## src/rtl/boot_loader_if.sv

```systemverilog
// boot_loader_if: host byte stream (valid/ready) plus the icache boot port.
// The loader sits on the slave side; the host/processor side uses master.
interface boot_loader_if #(
  parameter int ADDR_W = 8
) ();
  logic              src_valid;
  logic [7:0]        src_data;
  logic              src_ready;
  logic              boot_up;
  logic [ADDR_W-1:0] boot_addr;
  logic [31:0]       boot_datai;
  logic              boot_web;

  modport master (
    output src_valid,
    output src_data,
    input  src_ready,
    input  boot_up,
    input  boot_addr,
    input  boot_datai,
    input  boot_web
  );

  modport slave (
    input  src_valid,
    input  src_data,
    output src_ready,
    output boot_up,
    output boot_addr,
    output boot_datai,
    output boot_web
  );
endinterface

```

## src/rtl/boot_loader.sv

```systemverilog
// boot_loader: collects host bytes four at a time into big-endian 32-bit
// instructions and writes them to consecutive icache words from address 0,
// holding the processor in boot (boot_up) for the whole load.
// Optional feature macro: BOOT_CHECKSUM_EN -- after the last word a 32-bit
// checksum (XOR of all written words) is received and compared; a mismatch
// sets err. Without the macro err is tied low and there is no CHECK state.
module boot_loader #(
  parameter int ADDR_W = 8
) (
  input  logic            clk,
  input  logic            rst_n,
  input  logic            start_i,
  input  logic [ADDR_W:0] load_len_i,
  boot_loader_if.slave    bus,
  output logic            busy_o,
  output logic            done_o,
  output logic            err_o
);

  localparam logic [ADDR_W:0]   LEN_ONE  = {{ADDR_W{1'b0}}, 1'b1};
  localparam logic [ADDR_W-1:0] ADDR_ONE = {{(ADDR_W-1){1'b0}}, 1'b1};

  typedef enum logic [2:0] {
    ST_IDLE     = 3'd0,
    ST_ASSEMBLE = 3'd1,
    ST_WRITE    = 3'd2,
`ifdef BOOT_CHECKSUM_EN
    ST_CHECK    = 3'd3,
`endif
    ST_FINISH   = 3'd4
  } state_t;

  // Append one byte below the bytes already collected (first byte ends up in [31:24]).
  function automatic logic [31:0] pack_byte(input logic [23:0] partial, input logic [7:0] data);
    return {partial, data};
  endfunction

  state_t            state_q, state_d;
  logic [ADDR_W:0]   len_q, len_d;
  logic [ADDR_W-1:0] addr_q, addr_d;
  logic [ADDR_W:0]   cnt_q, cnt_d;
  logic [1:0]        byte_q, byte_d;
  logic [23:0]       word_q, word_d;

  logic              src_ready_q, src_ready_d;
  logic              boot_up_q, boot_up_d;
  logic [ADDR_W-1:0] boot_addr_q, boot_addr_d;
  logic [31:0]       boot_datai_q, boot_datai_d;
  logic              boot_web_q, boot_web_d;
  logic              busy_q, busy_d;
  logic              done_q, done_d;

`ifdef BOOT_CHECKSUM_EN
  logic [31:0]       csum_q, csum_d;
  logic              err_q, err_d;
`endif

  logic              accept_s;
  logic [31:0]       packed_s;

  assign accept_s = bus.src_valid && src_ready_q;
  assign packed_s = pack_byte(word_q, bus.src_data);

  // State, datapath and registered outputs; everything clears on reset.
  always_ff @(posedge clk or negedge rst_n) begin
    if (!rst_n) begin
      state_q      <= ST_IDLE;
      len_q        <= '0;
      addr_q       <= '0;
      cnt_q        <= '0;
      byte_q       <= 2'd0;
      word_q       <= 24'd0;
      src_ready_q  <= 1'b0;
      boot_up_q    <= 1'b0;
      boot_addr_q  <= '0;
      boot_datai_q <= 32'd0;
      boot_web_q   <= 1'b1;
      busy_q       <= 1'b0;
      done_q       <= 1'b0;
`ifdef BOOT_CHECKSUM_EN
      csum_q       <= 32'd0;
      err_q        <= 1'b0;
`endif
    end else begin
      state_q      <= state_d;
      len_q        <= len_d;
      addr_q       <= addr_d;
      cnt_q        <= cnt_d;
      byte_q       <= byte_d;
      word_q       <= word_d;
      src_ready_q  <= src_ready_d;
      boot_up_q    <= boot_up_d;
      boot_addr_q  <= boot_addr_d;
      boot_datai_q <= boot_datai_d;
      boot_web_q   <= boot_web_d;
      busy_q       <= busy_d;
      done_q       <= done_d;
`ifdef BOOT_CHECKSUM_EN
      csum_q       <= csum_d;
      err_q        <= err_d;
`endif
    end
  end

  // Next state, datapath updates, and outputs decoded from the next state so they register in step.
  always_comb begin
    state_d      = state_q;
    len_d        = len_q;
    addr_d       = addr_q;
    cnt_d        = cnt_q;
    byte_d       = byte_q;
    word_d       = word_q;
    boot_addr_d  = boot_addr_q;
    boot_datai_d = boot_datai_q;
`ifdef BOOT_CHECKSUM_EN
    csum_d       = csum_q;
    err_d        = err_q;
`endif

    case (state_q)
      ST_IDLE: begin
        if (start_i) begin
`ifdef BOOT_CHECKSUM_EN
          err_d = 1'b0;
`endif
          if (load_len_i == '0) begin
            state_d = ST_FINISH;
          end else begin
            len_d   = load_len_i;
            addr_d  = '0;
            cnt_d   = '0;
            byte_d  = 2'd0;
            word_d  = 24'd0;
`ifdef BOOT_CHECKSUM_EN
            csum_d  = 32'd0;
`endif
            state_d = ST_ASSEMBLE;
          end
        end else begin
          state_d = ST_IDLE;
        end
      end

      ST_ASSEMBLE: begin
        if (accept_s) begin
          word_d = packed_s[23:0];
          byte_d = byte_q + 2'd1;
          if (byte_q == 2'd3) begin
            boot_addr_d  = addr_q;
            boot_datai_d = packed_s;
            state_d      = ST_WRITE;
          end else begin
            state_d = ST_ASSEMBLE;
          end
        end else begin
          state_d = ST_ASSEMBLE;
        end
      end

      ST_WRITE: begin
        // Address may roll over only after the final word; the load ends there.
        addr_d = addr_q + ADDR_ONE;
        cnt_d  = cnt_q + LEN_ONE;
        byte_d = 2'd0;
`ifdef BOOT_CHECKSUM_EN
        csum_d = csum_q ^ boot_datai_q;
`endif
        if (cnt_d == len_q) begin
`ifdef BOOT_CHECKSUM_EN
          state_d = ST_CHECK;
`else
          state_d = ST_FINISH;
`endif
        end else begin
          state_d = ST_ASSEMBLE;
        end
      end

`ifdef BOOT_CHECKSUM_EN
      ST_CHECK: begin
        if (accept_s) begin
          word_d = packed_s[23:0];
          byte_d = byte_q + 2'd1;
          if (byte_q == 2'd3) begin
            err_d   = (packed_s != csum_q);
            state_d = ST_FINISH;
          end else begin
            state_d = ST_CHECK;
          end
        end else begin
          state_d = ST_CHECK;
        end
      end
`endif

      ST_FINISH: begin
        state_d = ST_IDLE;
      end

      default: begin
        state_d = ST_IDLE;
      end
    endcase

`ifdef BOOT_CHECKSUM_EN
    src_ready_d = (state_d == ST_ASSEMBLE) || (state_d == ST_CHECK);
    boot_up_d   = (state_d == ST_ASSEMBLE) || (state_d == ST_WRITE) || (state_d == ST_CHECK);
`else
    src_ready_d = (state_d == ST_ASSEMBLE);
    boot_up_d   = (state_d == ST_ASSEMBLE) || (state_d == ST_WRITE);
`endif
    boot_web_d  = (state_d != ST_WRITE);
    busy_d      = (state_d != ST_IDLE);
    done_d      = (state_d == ST_FINISH);
  end

  assign bus.src_ready  = src_ready_q;
  assign bus.boot_up    = boot_up_q;
  assign bus.boot_addr  = boot_addr_q;
  assign bus.boot_datai = boot_datai_q;
  assign bus.boot_web   = boot_web_q;
  assign busy_o         = busy_q;
  assign done_o         = done_q;
`ifdef BOOT_CHECKSUM_EN
  assign err_o          = err_q;
`else
  assign err_o          = 1'b0;
`endif

endmodule

```

## src/flat_wrapper.sv

```systemverilog
// flat-port wrapper written by rule: the top's interface ports become plain ports
module boot_loader_flat 
#(
  parameter int ADDR_W = 8
)
  (clk, rst_n, start_i, load_len_i, busy_o, done_o, err_o, bus_src_valid, bus_src_data, bus_src_ready, bus_boot_up, bus_boot_addr, bus_boot_datai, bus_boot_web);
  boot_loader_if #(.ADDR_W(ADDR_W)) bus_i ();
  input  logic clk;
  input  logic rst_n;
  input  logic start_i;
  input  logic [ADDR_W:0] load_len_i;
  output logic busy_o;
  output logic done_o;
  output logic err_o;
  input wire logic [$bits(bus_i.src_valid)-1:0] bus_src_valid;
  input wire logic [$bits(bus_i.src_data)-1:0] bus_src_data;
  output wire logic [$bits(bus_i.src_ready)-1:0] bus_src_ready;
  output wire logic [$bits(bus_i.boot_up)-1:0] bus_boot_up;
  output wire logic [$bits(bus_i.boot_addr)-1:0] bus_boot_addr;
  output wire logic [$bits(bus_i.boot_datai)-1:0] bus_boot_datai;
  output wire logic [$bits(bus_i.boot_web)-1:0] bus_boot_web;
  assign bus_i.src_valid = bus_src_valid;
  assign bus_i.src_data = bus_src_data;
  assign bus_src_ready = bus_i.src_ready;
  assign bus_boot_up = bus_i.boot_up;
  assign bus_boot_addr = bus_i.boot_addr;
  assign bus_boot_datai = bus_i.boot_datai;
  assign bus_boot_web = bus_i.boot_web;
  boot_loader #(.ADDR_W(ADDR_W)) u_core (.clk(clk), .rst_n(rst_n), .start_i(start_i), .load_len_i(load_len_i), .bus(bus_i), .busy_o(busy_o), .done_o(done_o), .err_o(err_o));
endmodule
```

## config.mk

```make
export PLATFORM = sky130hd
export DESIGN_NAME = boot_loader_flat
export DESIGN_NICKNAME = d
export VERILOG_FILES = /design/src/rtl/boot_loader_if.sv /design/src/rtl/boot_loader.sv /design/src/flat_wrapper.sv
export SDC_FILE = /design/constraint.sdc
export NUM_CORES = 1
export LEC_CHECK = 0
export CORE_MARGIN = 1.5
export CORE_UTILIZATION = 45
export DETAILED_ROUTE_END_ITERATION = 10
export GPL_TIMING_DRIVEN = 0
export HOLD_SLACK_MARGIN = 0.02
export PLACE_DENSITY = 0.78
export SKIP_CTS_REPAIR_TIMING = 1
export SLEW_MARGIN = 5
export SYNTH_ARGS = -nofsm -noshare
export SYNTH_HDL_FRONTEND = slang
export SYNTH_SLANG_ARGS = --single-unit
```

## constraint.sdc

```tcl
create_clock -name clk -period 3.3 [get_ports clk]
set_clock_uncertainty 0.2 [all_clocks]
set_input_delay 0.66 -clock clk [delete_from_list [all_inputs] [get_ports clk]]
set_output_delay 0.66 -clock clk [all_outputs]
set_load 0.005 [all_outputs]
```

==> summary.txt, run 1 <==
Worst setup path
  – Reg-to-reg endpoint: u_core.bus.boot_up$_DFF_PN0_
  – Reg-to-reg startpoint: u_core.cnt_q[0]$_DFFE_PN0P_
  – CP bufs+invs: 1
  – R2R cell count: 7
  – Largest stage delay, worst path: 0.55 ns
  – Delay-heaviest family, CP: simple AND/OR/NAND/NOR gates
  – Maximum net fanout on the critical path: 10
  – CP arrival: 2.71 ns
  – CP endpoint kind: flop
  – Crit-path cells: clkdlybuf4s50_1 -> or4_4 -> o31ai_4 -> nor4_4 -> nor2_2 -> o21ai_0 -> o31ai_1
  – FF-to-FF setup slack: 0.70 ns
  – Startpoint types: input pin
  – Kind of critical path: in -> reg
  – WP data required: 3.39 ns
  – CP max stage cell: or4_4

Routing
  – DR pass1 iterations: 4
  – WL final: 8.943 mm
  – DR WL/cell: 16.29 µm
  – ANT nets after route: 0
  – Via count: 2972
  – Drt first-iter violations: 190
  – Via density: 5.413
  – Residual DRC count: 0

Floorplan
  – Row Count: 35
  – Chip Height: 101.4 µm
  – Core area: 0.009328 mm²
  – Die footprint: 0.01027 mm²
  – Chip width: 101.4 µm
  – # IOs: 67
  – Initial Utilization: 46.68%

CTS
  – Clock-pin transition on the worst setup and hold timing paths: 0.11 ns
  – TritonCTS clock tree: yes
  – Total CTS buffers: 9
  – Worst-case clock buffer depth: 2
  – Clk root buf: clkbuf_8
  – Num Clock Sinks: 100
  – Clk_lat worst skew: 0.37 ns
  – H-tree levels: 3

Timing
  – Final Cycle Share: 79.32%
  – Final Slew Violations: 0
  – Achievable clock frequency: 0.3820 GHz
  – Setup repair after global routing missed its margin: false
  – PnR worst setup slack: 0.6823 ns
  – Post-layout min period: 2.618 ns
  – Hold WS: 0.02381 ns
  – Final Hold Vio Count: 0
  – Worst-margin pin slew: 0.8013 ns
  – Final setup violating endpoints: 0
  – Worst slew margin: 46.18%
  – TNS Setup: 0 ns

Run status
  – Status: finished, final reports clean

Power and ir drop
  – Leak pwr: 2.393 nW
  – Pwr dens: 872.4 mW/mm²
  – Final total power: 4.698 mW
  – Maximum VDD drop: 0.0003694 V

Synth
  – Syn. warnings: 0
  – Mean Syn Cell Area: 12.88 µm²
  – Flops & latches, synth: 100
  – Synth top area share: 56.90%
  – Post-synthesis instance area: 0.004354 mm²
  – Count of flip-flops with a built-in enable after synthesis: 0
  – Main synth FF type: dfrtp_1
  – Synth Instances: 338
  – Netlist cell types: 49
  – Dominant cells by area after synthesis: dfrtp_1 (57%), mux2_2 (12%), a22o_2 (4.6%)
  – Post-Synthesis Net Count: 362
  – Post-synth ARST share: 100.0%
  – Seq/Total Area, Yosys: 57.50%
  – Post-synth top area cell: dfrtp_1

Run
  – Max-cap violation count: 0

Place
  – Routability cong.: 0.8772
  – Placed insts: 533
  – Placed cell area: 0.005191 mm²
  – Pre-CTS setup slack: 0.3149 ns
  – Dpl hpwl: 6.306 mm
  – Port Buffers: 65

Final layout
  – P&R area growth vs syn: 23.68%
  – Final net count: 439
  – Design area: 0.005385 mm²
  – # diodes: 0
  – Final Util: 57.73%
  – Layout cells sized above 1: 27.86%
  – Fin cells: 549
  – # fillers: 773

Global routing
  – GR Overflow Total: 0
  – Total GRT Usage: 18.88%
  – Initial antenna violation count: 0
  – Number of global-route vias before repair: 2975
  – Global-route wire length before repair: 14.77 mm
  – Largest net degree at the start of global routing: 68

Worst hold path
  – HP Class: in -> async
==> cells by family (layout without fill, tap and decap cells) <==
family                   count (synthesis)  count (layout)  synth area share [%]
other                                    1               1               0.08612
AO/OA/AOI/OAI                           60              60                 11.09
AND/OR/NAND/NOR                         84              84                 10.32
flip-flops                             100             100                 57.50
XOR/XNOR                                15              15                 3.017
adder cells (fa/ha/maj)                  3               3                0.8622
buffers and inverters                   23             105                 3.563
multiplexers                            52              52                 13.56
==> cell usage after synthesis, types with 2 or more instances <==
| library cell | n |
|---|---|
| a21oi_1 | 7 |
| buf_6 | 3 |
| mux2_4 | 2 |
| xor2_1 | 9 |
| nor4_1 | 3 |
| clkbuf_1 | 2 |
| o21ai_0 | 14 |
| clkbuf_8 | 2 |
| a211oi_1 | 2 |
| buf_2 | 6 |
| nand3_1 | 8 |
| nand2b_1 | 3 |
| a22o_2 | 20 |
| mux2_2 | 48 |
| buf_4 | 5 |
| nor3_1 | 8 |
| ha_1 | 3 |
| nor2_1 | 14 |
| nand4_1 | 5 |
| or3_1 | 2 |
| mux2i_1 | 2 |
| a31oi_1 | 5 |
| dfrtp_1 | 99 |
| a22o_1 | 5 |
| inv_1 | 5 |
| nor2_2 | 2 |
| xnor2_1 | 6 |
| and3_1 | 2 |
| and2_1 | 4 |
| nand2_1 | 23 |
==> cells in the final DEF (no fill, tap or decap), types with 9 or more instances in the layout <==
cell type	instances
xor2_1	9
dfrtp_1	99
o21ai_0	14
clkdlybuf4s50_1	64
a22o_2	20
nor2_1	14
clkbuf_8	11
nand2_1	23
mux2_2	48
==> flip-flops by register name, summed over array words and instances (netlist names) <==
| signal | count |
|---|---|
| u_core.bus.boot_datai | 32 |
| u_core.word_q | 24 |
| u_core.cnt_q | 9 |
| u_core.len_q | 9 |
| u_core.addr_q | 8 |
| u_core.bus.boot_addr | 8 |
| u_core.state_q | 3 |
| u_core.byte_q | 2 |
| u_core.bus.boot_up | 1 |
| u_core.bus.boot_web | 1 |
| u_core.bus.src_ready | 1 |
| u_core.busy_o | 1 |
| u_core.done_o | 1 |
==> worst max-delay path by stage <==
stage,from,to,slack [ns],depth (start not counted)
after global placement,rst_n,u_core.bus.boot_datai[17]$_DFFE_PN0P_,-2.32,1
after global routing,u_core.cnt_q[0]$_DFFE_PN0P_,u_core.bus.boot_up$_DFF_PN0_,0.50,7
after detailed placement,load_len_i[7],u_core.len_q[7]$_DFFE_PN0P_,0.31,6
after floorplan,load_len_i[4],u_core.len_q[6]$_DFFE_PN0P_,0.92,5
after CTS,load_len_i[7],u_core.cnt_q[2]$_DFFE_PN0P_,0.70,7
final,load_len_i[7],u_core.cnt_q[2]$_DFFE_PN0P_,0.68,7
==> per-layer routing <==
metal	GRT usage (%)	wire, µm	up-vias
met1	25.65	4078	1499
met3	3.865	397	17
li1	-	-	1375
met2	29.74	4252	81
met4	7.906	214	0
met5	0	0	-
==> where the power goes <==
part	total, mW	internal, mW	switching, mW
Sequential	2.09	1.72	0.369
Clock	0.767	0.297	0.470
Combinational	1.84	1.12	0.718
==> cell type report <==
class	count	area (µm²)	area share [%]
multi-input combinational	215	1695	31.48
tap	129	161.4	2.997
clock buffer	9	123.9	2.300
timing repair buffer	66	675.6	12.55
clock inverter	7	70.07	1.301
inverter	5	18.77	0.3485
buffer	18	136.4	2.533
sequential	100	2504	46.49
(Power assumes the default switching activity.)
==> inputs of run 2 (changes only) <==
--- a/config.mk
+++ b/config.mk
@@ -10,7 +10,7 @@
 export DETAILED_ROUTE_END_ITERATION = 10
 export GPL_TIMING_DRIVEN = 0
 export HOLD_SLACK_MARGIN = 0.02
-export PLACE_DENSITY = 0.78
+export PLACE_DENSITY = 0.8
 export SKIP_CTS_REPAIR_TIMING = 1
 export SLEW_MARGIN = 5
 export SYNTH_ARGS = -nofsm -noshare
==> constraint.sdc (replaced) <==
create_clock -name clk -period 2.25 [get_ports clk]
set_clock_uncertainty 0.2 [all_clocks]
set_input_delay 0.45 -clock clk [delete_from_list [all_inputs] [get_ports clk]]
set_output_delay 0.45 -clock clk [all_outputs]
set_load 0.005 [all_outputs]
==> summary.txt, run 2 (same netlist as run 1, synthesis figures left out) <==
Run status
  – Status: finished, final reports clean

Timing
  – Final Hold Vio Count: 0 (unchanged)
  – Final Cycle Share: 97.01%
  – Post-layout min period: 2.183 ns
  – Worst slew margin: 65.57% (+19 points)
  – Final Slew Violations: 0 (unchanged)
  – Achievable clock frequency: 0.4581 GHz
  – Setup repair after global routing missed its margin: false
  – Final setup violating endpoints: 0 (unchanged)
  – Worst-margin pin slew: 0.5165 ns (-0.2848 ns)

Floorplan
  – Row Count: 35 (unchanged)
  – Die footprint: 0.01027 mm² (unchanged)
  – Chip width: 101.4 µm (unchanged)
  – # IOs: 67 (unchanged)
  – Chip Height: 101.4 µm (unchanged)
  – Initial Utilization: 46.68% (unchanged)
  – Core area: 0.009328 mm² (unchanged)

Power and ir drop
  – Pwr dens: 1291 mW/mm² (+48%)
  – Final total power: 7.255 mW (+54%)
  – Maximum VDD drop: 0.0005850 V (+58%)
  – Leak pwr: 2.539 nW (+6.1%)

Worst setup path
  – WP data required: 2.35 ns (-1.04 ns)
  – Crit-path cells: buf_2 -> nand4_1 -> nor4b_1 -> o21ai_0 -> and4_4 -> o41ai_2 -> and2_1
  – CP bufs+invs: 1 (unchanged)
  – Kind of critical path: reg -> reg
  – Startpoint types: flop
  – CP max stage cell: dfrtp_1
  – CP endpoint kind: flop
  – Delay-heaviest family, CP: simple AND/OR/NAND/NOR gates
  – Largest stage delay, worst path: 0.34 ns (-0.21 ns)
  – CP arrival: 2.29 ns (-0.42 ns)
  – Maximum net fanout on the critical path: 9 (-1)

Final layout
  – P&R area growth vs syn: 29.02%
  – Most frequent cells in the layout: dfrtp_1 (97), clkdlybuf4s50_1 (56), mux2_2 (48)
  – Max reg flops: 32 (unchanged)
  – Layout cells sized above 1: 31.86% (+4.0 points)
  – # fillers: 719 (-7.0%)
  – Final net count: 449 (+2.3%)
  – # diodes: 0 (unchanged)
  – Commonest non-fill, non-tap cell in the layout: dfrtp_1
  – Final Util: 60.23% (+2.5 points)

CTS
  – Num Clock Sinks: 100 (unchanged)
  – H-tree levels: 3 (unchanged)
  – TritonCTS clock tree: yes
  – Clk_lat worst skew: 0.36 ns (about the same)
  – Worst-case clock buffer depth: 2 (unchanged)
  – Clk root buf: clkbuf_8
  – Clock-pin transition on the worst setup and hold timing paths: 0.10 ns (about the same)
  – Total CTS buffers: 9 (unchanged)

Routing
  – Via count: 3008 (+1.2%)
  – DR pass1 iterations: 5 (+1)
  – WL final: 9.380 mm (+4.9%)
  – Residual DRC count: 0 (unchanged)
  – ANT nets after route: 0 (unchanged)
  – Via density: 5.381 (-0.60%)
  – Drt first-iter violations: 176 (-7.4%)
  – DR WL/cell: 16.78 µm (+3.0%)

Global routing
  – Initial antenna violation count: 0 (unchanged)
  – GR Overflow Total: 0 (unchanged)
  – Largest net degree at the start of global routing: 64 (-5.9%)
  – Total GRT Usage: 18.65% (-0.23 points)
  – Global-route wire length before repair: 14.86 mm (+0.65%)
  – Number of global-route vias before repair: 2972 (-0.10%)

Run
  – Max-cap violation count: 0 (unchanged)

Place
  – Port Buffers: 65 (unchanged)
  – Dpl hpwl: 6.432 mm (+2.0%)
  – Routability cong.: 0.8480 (-3.3%)

Worst hold path
  – HP Class: in -> reg
-- run 2: worst paths after layout --
path	from	to	slack [ns]	cells past startpoint
worst max-delay path	u_core.cnt_q[4]$_DFFE_PN0P_	u_core.done_o$_DFF_PN0_	0.07	7
worst min-delay path	load_len_i[3]	u_core.len_q[3]$_DFFE_PN0P_	0.17	2
worst max register to register	u_core.cnt_q[4]$_DFFE_PN0P_	u_core.done_o$_DFF_PN0_	0.07	7
worst min register to register	u_core.bus.boot_datai[2]$_DFFE_PN0P_	u_core.bus.boot_datai[2]$_DFFE_PN0P_	0.32	1
max in group asynchronous	rst_n	u_core.bus.boot_web$_DFF_PN1_	0.74	3
min in group asynchronous	rst_n	u_core.bus.boot_addr[3]$_DFFE_PN0P_	0.39	2
-- run 2: metal layers --
layer / share of wire, % / wire [µm] / global-route usage (%) / up-vias
li1: - / - / - / 1390
met1: 46 / 4324 / 27.38 / 1541
met2: 49 / 4587 / 28.60 / 70
met3: 4.2 / 390 / 3.451 / 7
met4: 0.83 / 78 / 5.235 / 0
met5: 0 / 0 / 0 / -
-- run 2: area by class of cell --
class	count	area [µm²]	share of cell area, %
timing repair buffer	76	805.8	14.34
clock buffer	10	127.6	2.272
clock inverter	6	82.58	1.470
multi-input combinational	215	1765	31.43
tap	129	161.4	2.873
sequential	100	2506	44.61
inverter	5	18.77	0.3341
buffer	18	150.1	2.673
-- run 2: report_power, final --
group          total (mW)  leakage [nW]  internal [mW]  switching [mW]
sequential           3.09          1.28           2.53           0.560
clock                1.20         0.102          0.538           0.660
combinational        2.97          1.16           1.81            1.16
total                7.26          2.54           4.88            2.38
-- run 2: stage by stage --
stage / hold slack, ns / setup TNS (ns) / worst slack [ns] / cells / area, µm²
4_1_cts: -0.1435 / -4.909 / -0.2758 / 549 / 5401
3_3_place_gp: 0.2802 / -348.15 / -3.134 / 532 / 5166
3_5_place_dp: 0.2567 / -37.34 / -0.5228 / 533 / 5191
2_1_floorplan: -0.04559 / 0 / 0.08309 / 338 / 4354
6_report: 0.1743 / 0 / 0.06725 / 559 / 5618
5_1_grt: 0.1704 / 0 / 0.004484 / 559 / 5618
==> RTL change, RTL diff (config.mk and constraints of run 2) <==
Build with the macro `BOOT_CHECKSUM_EN` defined.
--- a/src/rtl/boot_loader.sv
+++ b/src/rtl/boot_loader.sv
@@ -5,4 +5,6 @@
 // checksum (XOR of all written words) is received and compared; a mismatch
 // sets err. Without the macro err is tied low and there is no CHECK state.
+`define BOOT_CHECKSUM_EN
+
 module boot_loader #(
   parameter int ADDR_W = 8
Behaviour: not the same (a bounded check fails within 10 cycles, from zero or initial values and one cycle with rst_n low).
==> RTL change against run 2 <==
Global-route usage grew 3.7 points; die area grew 38%; register-to-register slack lost 0.02 ns; core utilization shrank 1.8 points; first-iteration DRC count grew 97%; non-clock buffer count grew 4; design area grew 37%; setup slack lost 0.040 ns; sequential cell count grew 33; area after synthesis grew 39%; routed wire length grew 59%; clock power grew to 2.6 times the old value; total power grew 41%; via count grew 46%; largest cell class unchanged.
==> RTL change: results (changes against run 2) <==
Run status
  – Status: finished, final reports clean

Detailed routing
  – DRT Pass-1 Iters: 5 (unchanged)
  – Avg WL per Cell: 18.94 um (+13%)
  – Detailed router's first-iteration violation count: 346 (+97%)
  – DR vias: 4,382 (+46%)

Power
  – Leakage: 3.525 nW (+39%)
  – Peak VDD IR: 0.9933 mV (+70%)

Cells and area
  – Share of layout cells above drive strength 1: 18.33% (-14 points)
  – Ant diodes: 0 (unchanged)
  – Nets: 622 (+39%)

Clock tree
  – CTS H-Tree Depth: 4 (+1)
  – Clock Tree Root: clkbuf_16
  – Worst skew pair latency: 0.42 ns (+0.06 ns)
  – Worst-path clk slew: 0.06 ns (-0.04 ns)
  – Max Buffers Root-to-Sink: 2 (unchanged)
  – TritonCTS Buffers: 17 (+8)

Yosys
  – Yosys cell types: 34 (-31%)
  – Synth Area in XOR/XNOR: 12.42% (+9.4 points)
  – Synth area leaders: dfrtp_1 54%, xor2_1 11%, mux2_2 7.8%, o211ai_1 4.5%, a22o_1 4.0%
  – Sequential share of the synthesized area: 54.89% (-2.6 points)
  – Post-synthesis mux area share: 9.530% (-4.0 points)
  – Post-Synth Adder-Cell Area: 0.6188% (-0.24 points)
  – Commonest cells in the netlist: 132 x dfrtp_1, 74 x xor2_1, 54 x nor2_1
  – Post-synth net total: 537 (+48%)
  – Yosys warning count: 0 (unchanged)
  – Async set-or-reset flop fraction in the synthesized netlist: 100.0% (unchanged)
  – Synth Area in Compound Gates: 11.34% (+0.25 points)
  – Synth Flop Type: dfrtp_1

GRT
  – Met3 Track Usage GR: 5.843% (+2.4 points)
  – Antenna violations before repair: 0 (unchanged)
  – Largest net degree at the start of global routing: 69 (+7.8%)
  – Grt met1 use: 28.52% (+1.1 points)
  – Vias in the first global route: 4,649 (+56%)
  – Global-route wire length before repair: 24,470 um (+65%)
  – Met2 usage: 36.78% (+8.2 points)
  – Total Routing Usage GR: 22.36% (+3.7 points)

Critical path
  – Worst path arrival time: 2.33 ns (+0.04 ns)
  – R2r setup slk: 0.05 ns (-0.02 ns)
  – Critical path fanouts, max: 10 (+1)
  – Crit-path max cell delay: 0.47 ns (+0.13 ns)
  – Crit path max-delay cell type: clkdlybuf4s50_1

Placed design
  – Placed wire-length estimate: 10,110 um (+57%)
  – Input/output buffers: 66 (+1.5%)
  – GP Congestion: 0.8701 (+2.6%)

STA
  – Worst slew pin tran: 0.6251 ns (+0.1086 ns)

Min path
  – Worst hold path class: in -> reg
## RTL change: cell count changes after synthesis, sizes merged, moves of 5 or more
cell	before	now
clkbuf	4	16
dfrtp	99	132
nor2	16	54
nor4	4	9
o211ai	0	36
xnor2	6	12
xor2	9	74
## RTL change: final timing paths
check / start / endpoint / depth (start not counted)
setup / recovery: load_len_i[7] / u_core.csum_q[20]$_DFFE_PN0P_ / 7
hold / removal: load_len_i[8] / u_core.len_q[8]$_DFFE_PN0P_ / 2
setup reg to reg: u_core.byte_q[0]$_DFFE_PN0P_ / u_core.bus.boot_datai[26]$_DFFE_PN0P_ / 5
hold reg to reg: u_core.bus.boot_addr[5]$_DFFE_PN0P_ / u_core.bus.boot_addr[5]$_DFFE_PN0P_ / 1
max in group asynchronous: rst_n / u_core.bus.boot_web$_DFF_PN1_ / 3
min in group asynchronous: rst_n / u_core.cnt_q[6]$_DFFE_PN0P_ / 2
## RTL change: metal layers
metal  share of wire [%]  vias to the layer above
met5                   0                        -
met4                 2.0                        0
met1                  43                     2212
li1                    -                     1986
met2                  50                      158
met3                 5.6                       26
## RTL change: worst max-delay path, delay by kind of cell
family                 cells  cell delay [ns]
XOR/XNOR                   1             0.19
AND/OR/NAND/NOR            2             0.43
AO/OA/AOI/OAI              2             0.49
buffers and inverters      2             0.77
## RTL change: metrics by stage
stage / hold slack (ns) / setup TNS (ns) / instances / worst slack, ns / cell area [um^2]
6_report: 0.2617 / 0 / 787 / 0.02766 / 7711
5_1_grt: 0.2551 / -0.3161 / 787 / -0.02861 / 7711
2_1_floorplan: -0.04559 / 0 / 513 / 0.2627 / 6066
3_5_place_dp: 0.2887 / -53.37 / 756 / -0.7087 / 6975
4_1_cts: -0.1531 / -13.15 / 788 / -0.3008 / 7637
3_3_place_gp: 0.2930 / -648.44 / 755 / -4.489 / 6947
## RTL change: cells by family (layout without fill, tap and decap cells)
family                   Yosys count  count (layout)
flip-flops                       133             133
AND/OR/NAND/NOR                  113             113
AO/OA/AOI/OAI                     94              94
XOR/XNOR                          86              86
multiplexers                      49              49
buffers and inverters             35             133
adder cells (fa/ha/maj)            3               3
## RTL change: final cells by class
class	count	area (um^2)
Fill cell	1029	5479
Sequential cell	133	3329
Multi-Input combinational cell	345	2628
Timing Repair Buffer	68	701.9
Clock buffer	18	429.2
Clock inverter	14	232.7
Tap cell	176	220.2
Buffer	30	158.9
Inverter	3	11.26
## RTL change: power by group
group	leakage (nW)	total, W	switching, W	internal (W)
clock	0.320	0.00311	0.00104	0.00207
sequential	1.72	0.00409	0.000860	0.00323
combinational	1.48	0.00300	0.00133	0.00167
